**src/rtl/simplez_sequencer_pkg.sv**
```systemverilog
// Shared Simplez control definitions: opcodes, sequencer states,
// ALU selects and the microorder bundle.
package simplez_sequencer_pkg;

  localparam int OPW    = 3;
  localparam int ALUOPW = 2;

  typedef enum logic [2:0] {
    OP_ST   = 3'd0,
    OP_LD   = 3'd1,
    OP_ADD  = 3'd2,
    OP_BR   = 3'd3,
    OP_BZ   = 3'd4,
    OP_CLR  = 3'd5,
    OP_DEC  = 3'd6,
    OP_HALT = 3'd7
  } opcode_e;

  typedef enum logic [2:0] {
    S_INI  = 3'd0,
    S_I0   = 3'd1,
    S_I1   = 3'd2,
    S_O0   = 3'd3,
    S_O1   = 3'd4,
    S_WAIT = 3'd5,
    S_HLT  = 3'd6
  } state_e;

  typedef enum logic [1:0] {
    ALU_PASS = 2'd0,
    ALU_ADD  = 2'd1,
    ALU_DEC  = 2'd2,
    ALU_CLR  = 2'd3
  } alu_e;

  typedef struct packed {
    logic lec;
    logic esc;
    logic era;
    logic eri;
    logic sri;
    logic scp;
    logic incp;
    logic ecp;
    logic eac;
    logic sac;
    alu_e alu_op;
    logic stop;
  } uorder_t;

endpackage

```
**src/rtl/simplez_uorder_dec.sv**
```systemverilog
// Microorder decoder: maps (state, opcode, AC-zero) onto the
// datapath control vector. Purely combinational.
module simplez_uorder_dec
  import simplez_sequencer_pkg::*;
(
  input  state_e  state_i,
  input  opcode_e co_i,
  input  logic    ac_zero_i,
  output uorder_t uo_o
);

  always_comb begin
    uo_o = '0;
    case (state_i)
      S_INI: begin
        uo_o.scp = 1'b1;
        uo_o.era = 1'b1;
      end
      S_I0: begin
        uo_o.lec  = 1'b1;
        uo_o.eri  = 1'b1;
        uo_o.incp = 1'b1;
      end
      S_I1: begin
        case (co_i)
          OP_ST, OP_LD, OP_ADD: begin
            uo_o.sri = 1'b1;
            uo_o.era = 1'b1;
          end
          OP_BR: begin
            uo_o.sri = 1'b1;
            uo_o.era = 1'b1;
            uo_o.ecp = 1'b1;
          end
          OP_BZ: begin
            // Taken: jump like BR; not taken: point RA back at CP.
            uo_o.era = 1'b1;
            uo_o.sri = ac_zero_i;
            uo_o.ecp = ac_zero_i;
            uo_o.scp = ~ac_zero_i;
          end
          OP_CLR: begin
            uo_o.eac    = 1'b1;
            uo_o.alu_op = ALU_CLR;
            uo_o.scp    = 1'b1;
            uo_o.era    = 1'b1;
          end
          OP_DEC: begin
            uo_o.eac    = 1'b1;
            uo_o.alu_op = ALU_DEC;
            uo_o.scp    = 1'b1;
            uo_o.era    = 1'b1;
          end
          OP_HALT: uo_o.stop = 1'b1;
          default: ;
        endcase
      end
      S_O0: begin
        case (co_i)
          OP_ST: begin
            uo_o.sac = 1'b1;
            uo_o.esc = 1'b1;
          end
          OP_LD: begin
            uo_o.lec    = 1'b1;
            uo_o.eac    = 1'b1;
            uo_o.alu_op = ALU_PASS;
          end
          OP_ADD: begin
            uo_o.lec    = 1'b1;
            uo_o.eac    = 1'b1;
            uo_o.alu_op = ALU_ADD;
          end
          default: ;
        endcase
      end
      S_O1: begin
        uo_o.scp = 1'b1;
        uo_o.era = 1'b1;
      end
      S_HLT: uo_o.stop = 1'b1;
      default: ;
    endcase
  end

endmodule

```
**src/rtl/simplez_sequencer.sv**
```systemverilog
// Simplez control unit: state register and next-state logic on the
// datapath (falling) edge, microorders from simplez_uorder_dec.
module simplez_sequencer
  import simplez_sequencer_pkg::*;
#(
  parameter int OPW    = 3,
  parameter int ALUOPW = 2
) (
  input  logic              clk,
  input  logic              rstn,
  input  logic [OPW-1:0]    co,
  input  logic              ac_zero,
  input  logic              step_mode,
  input  logic              step,
  output logic              lec,
  output logic              esc,
  output logic              era,
  output logic              eri,
  output logic              sri,
  output logic              scp,
  output logic              incp,
  output logic              ecp,
  output logic              eac,
  output logic              sac,
  output logic [ALUOPW-1:0] alu_op,
  output logic              stop,
  output logic [2:0]        state_o
);

  state_e  state_q;
  state_e  state_d;
  state_e  dec_state;
  state_e  bnd_state;
  uorder_t uo;

  always_ff @(negedge clk) begin
    if (!rstn) state_q <= S_INI;
    else       state_q <= state_d;
  end

  assign bnd_state = step_mode ? S_WAIT : S_I0;

  always_comb begin
    state_d = S_INI;
    case (state_q)
      S_INI: state_d = bnd_state;
      S_I0:  state_d = S_I1;
      S_I1: begin
        case (opcode_e'(co))
          OP_ST, OP_LD, OP_ADD: state_d = S_O0;
          OP_HALT:              state_d = S_HLT;
          default:              state_d = bnd_state;
        endcase
      end
      S_O0:   state_d = S_O1;
      S_O1:   state_d = bnd_state;
      S_WAIT: state_d = (step || !step_mode) ? S_I0 : S_WAIT;
      S_HLT:  state_d = S_HLT;
      default: state_d = S_INI;
    endcase
  end

  // While rstn is low the outputs already show INI so no write can leak.
  assign dec_state = rstn ? state_q : S_INI;

  simplez_uorder_dec u_dec (
    .state_i   (dec_state),
    .co_i      (opcode_e'(co)),
    .ac_zero_i (ac_zero),
    .uo_o      (uo)
  );

  always_comb begin
    lec    = uo.lec;
    esc    = uo.esc;
    era    = uo.era;
    eri    = uo.eri;
    sri    = uo.sri;
    scp    = uo.scp;
    incp   = uo.incp;
    ecp    = uo.ecp;
    eac    = uo.eac;
    sac    = uo.sac;
    alu_op = ALUOPW'(uo.alu_op);
    stop   = uo.stop;
  end

  assign state_o = state_q;

endmodule

```
**config.mk**
```make
export PLATFORM = sky130hd
export DESIGN_NAME = simplez_sequencer
export DESIGN_NICKNAME = d
export VERILOG_FILES = /design/src/rtl/simplez_sequencer_pkg.sv /design/src/rtl/simplez_uorder_dec.sv /design/src/rtl/simplez_sequencer.sv
export SDC_FILE = /design/constraint.sdc
export NUM_CORES = 1
export LEC_CHECK = 0
export BUFFER_PORTS_ARGS = -buffer_cell sky130_fd_sc_hd__buf_2
export CORE_AREA = 2 2 39 41
export CTS_BUF_LIST = sky130_fd_sc_hd__clkbuf_2
export DETAILED_ROUTE_END_ITERATION = 6
export DIE_AREA = 0 0 41 43
export PLACE_DENSITY_LB_ADDON = 0.3
export REMOVE_ABC_BUFFERS = 1
export SKIP_LAST_GASP = 1
export SLEW_MARGIN = 20
export SYNTH_ARGS = -nofsm -noshare
export SYNTH_HDL_FRONTEND = slang
export SYNTH_SLANG_ARGS = --single-unit
```
**constraint.sdc**
```tcl
create_clock -name clk -period 1.4 [get_ports clk]
set_input_delay 0.14 -clock clk [delete_from_list [all_inputs] [get_ports clk]]
set_output_delay 0.14 -clock clk [all_outputs]
set_load 0.01 [all_outputs]
```
## Yosys cells after proc, flatten, opt, wreduce, memory -nomap -nowiden

Cells that the tools add are included.
W data, S select, Z words.

| word-level totals | value |
|---|---|
| register bits after elaboration | 3 |
| bits in latches | 0 |
| memory bits (writable) | 0 |
| memory bits (read-only) | 0 |
| output and inout bits | 16 |
| word-level logic and storage cells | 57 |
| memories | 0 |

| cells by class | value |
|---|---|
| add/subtract/negate cells | 0 |
| multiply operators | 0 |
| divide/modulo/power cells | 0 |
| magnitude comparators | 0 |
| equality and inequality tests | 18 |
| shift-type cells | 0 |
| muxes and demuxes | 25 |
| bitwise logic cells | 1 |
| reduce and logical (&&, ||, !) cells | 12 |

Operators by type and width:

| kind | count |
|---|---|
| $eq A3 B3 Y1 const B | 9 |
| $eq A3 B2 Y1 const B | 6 |
| $pmux W3 S6 | 1 |
| $pmux W1 S2 | 8 |
| $mux W1 | 10 |
| $eq A3 B1 Y1 const B | 3 |
| $logic_not A3 Y1 | 3 |
| $mux W3 | 3 |
| $pmux W2 S2 | 2 |
| $reduce_or A2 Y1 | 4 |
| $reduce_or A7 Y1 | 1 |
| $pmux W3 S2 | 1 |
| $reduce_or A4 Y1 | 1 |
| $reduce_or A3 Y1 | 1 |
| $logic_not A1 Y1 | 1 |
| $logic_or A1 B1 Y1 | 1 |
| $not A1 Y1 | 1 |

## Depth between registers and ports, before layout

| depth | value |
|---|---|
| word-level depth | 4 |
| gate-level depth with buffers | 5 |
| gate-level depth less buffers | 4 |

## Cells and area by module

Synthesis repeated with hierarchy kept, for this count alone.

| second synthesis, totals | value |
|---|---|
| cell total of the unflattened synthesis | 57 |
| area, all modules | 442.9 um2 |

By module, submodules not included:

| module | times used | cells each | area an instance (um2) | sequential area each (um2) |
|---|---|---|---|---|
| simplez_sequencer | 1 | 28 | 242.7 | 60.1 |
| simplez_uorder_dec | 1 | 29 | 200.2 | 0.0 |

==> reports/results.tsv <==
metric	value	unit
status	finished, violations left	
failed_checks	negative setup slack	
drive_above_1_share	68.7	%
finalInstanceArea	788	um^2
worst-path-stages	4	
slowest_stage	or3_4	
ys_seq_elements	3	
placed_area	547	um^2
cts_buffers	3	
rr_worst_depth	8	
num_antenna_cells	0	
tightestPinTransition	0.233	ns
busiest_layer	met2	
finalSetupViolations	17	
die_height	43	um
dp_slack	-0.622	ns
ios	24	
grt_pass1_vias	499	
fp-row-count	14	
synthTopCellsByCount	nand2_1, nor2_1	
cp_max_fo	4	
synth.distinct_cells	25	
insertion_delay	0.26	ns
port_buffers	23	
start_util	24.1	%
cts_buffer_depth	2	
largest_reg_flops	3	
critPathLaunchType	register	
synthTopCellsByArea	dfxtp_1, nand2_1, nand2b_1, nor2_1, a21oi_1	
grt_pass1_wl	1990	um
vdd_drop_max	0.374	mV
cts.sinks	3	
worst-path-buf-inv	1	
dr.first_iter.drc_count	7	
fp.dieArea	1760	um^2
final_antenna_net_count	0	
die_width	41	um
synth.top_cell.area_share	18.0	%
drtPass1Iterations	4	
ys.warnings.count	0	
clk_pin_slew	0.04	ns
crit_family	simple AND/OR/NAND/NOR gates	
ys_seq_area_share	18.0	%
crit_required	1.26	ns
maxSlewViolCount	0	
finalWorstSetupSlack	-0.849	ns
syn_area_per_cell	6.68	um^2
use_met3	2.09	%
vias_per_cell	4.76	
post_drt_wl_per_cell	12.2	um
synth_edf_count	0	
async_flop_share	0	%
slew_headroom	84.3	%
syn-instance-count	50	
synth_top_flop_cell	dfxtp_1	
cp.arrival	2.11	ns
grt_overflow	0	
dp_hpwl	818	um
routed_wl	1410	um
antenna_found_initial	0	
root_buffer	clkbuf_2	
grt_max_degree	7	
cellPowerDensity	710	nW/um^2
met2_usage	27.8	%
place_congestion	0.731	
yosys.area.top_type	dfxtp_1	
rsz0062_at_grt	true	
maxCapViolCount	0	
min_path_cells	4	
vias	547	
cp_cell_sequence	nand2b_4, or3_4, o22ai_2, buf_2	
drc	0	
synth_area	334	um^2
hold_class	primary input to output port	
cts_tree	done	
end_kind	output port	
critPathKind	register to output port	
synth.most_common_cell	nand2_1	
p_leak	0.000417	uW
grt_util_met1	18.5	%
fin_nets	108	
hold_viol	0	
htree_levels	1	
grt_use_total	16.8	%
crit_path_max_incr_delay	0.40	ns
syn_to_final_growth	136	%
coreArea	1380	um^2
fin_worst_skew	0.0136	ns
==> report_power, final <==
group / total (uW) / internal [uW] / switching (uW)
Sequential: 112 / 98.6 / 13.7
Combinational: 299 / 167 / 132
Clock: 148 / 73.1 / 74.8
==> cell usage in the layout, fill, tap and decap left out <==
cell type   n
nand2_2     1
o21ai_4     1
and2b_2     1
buf_6      11
inv_2       1
o22ai_2     1
nor2b_1     1
and2_1      1
nand2b_1    2
nor3_4      1
o211ai_1    1
and3_4      1
nor2_1      4
nand3_4     1
o221ai_2    1
o21ai_1     3
and3_1      1
nand2_4     1
xor2_1      1
a21oi_2     2
a21boi_1    1
dfxtp_4     2
a21oi_1     1
buf_2      18
o21a_1      1
dfxtp_2     1
nand2b_4    1
inv_1       5
nand2_1     6
clkbuf_2    3
nor2b_2     1
nor2_4      1
nor4bb_1    1
a31oi_1     2
buf_4      17
or3_4       1
==> layer usage <==
layer,share of wire [%],wire [um]
met1,39,547
met2,58,810
met3,3.6,50
met4,0,0
met5,0,0
==> worst register-to-register path, cell delays in order (launching register included) <==
cell      delay [ns]
dfxtp_2         0.32
buf_4           0.11
and2b_2         0.24
buf_6           0.13
buf_4           0.12
buf_4           0.12
a31oi_1         0.16
o21ai_1         0.09
a21boi_1        0.12
==> worst paths after layout <==
path | slack (ns) | end | startpoint
max | -0.85 | alu_op[0] | state_o[2]
min | 0.65 | ecp | ac_zero
max reg2reg | -0.09 | state_o[2] | state_o[2]
min reg2reg | 0.68 | state_o[1] | state_o[1]
==> kinds of logic after synthesis <==
family / after synthesis / synth area share [%]
simple gates: 26 / 42.7
compound gates: 14 / 27.3
buf+inv: 6 / 9.36
flops: 3 / 18.0
xor+xnor: 1 / 2.62
==> layout make-up <==
type	count	area, um^2
sequential	3	68.8
multi-input combinational	41	320
inverter	2	7.51
tap	16	20.0
clock buffer	3	15.0
fill	117	596
timing repair buffer	46	342
clock inverter	4	15.0
==> through the flow <==
step	std cells	utilization (%)	power (uW)	setup TNS (ns)	hold slack (ns)
detailed placement	99	39.5	299	-6.44	0.632
floorplan	47	-	201	-6.00	0.331
CTS	113	52.4	517	-10.81	0.646
global route	115	57.0	603	-11.93	0.669
finish	115	57.0	559	-11.07	0.647
global placement	99	39.5	298	-6.33	0.619
==> repair_timing <==
| item | in CTS | in global routing |
|---|---|---|
| buffers inserted | 8 | 3 |
| gates resized for setup | 23 | 14 |
| hold buffers | 0 | 0 |
| endpoints found under the setup margin | 16 | 18 |
| pin swaps | 10 | 6 |
No activity file was read; power rests on OpenSTA's default activity.
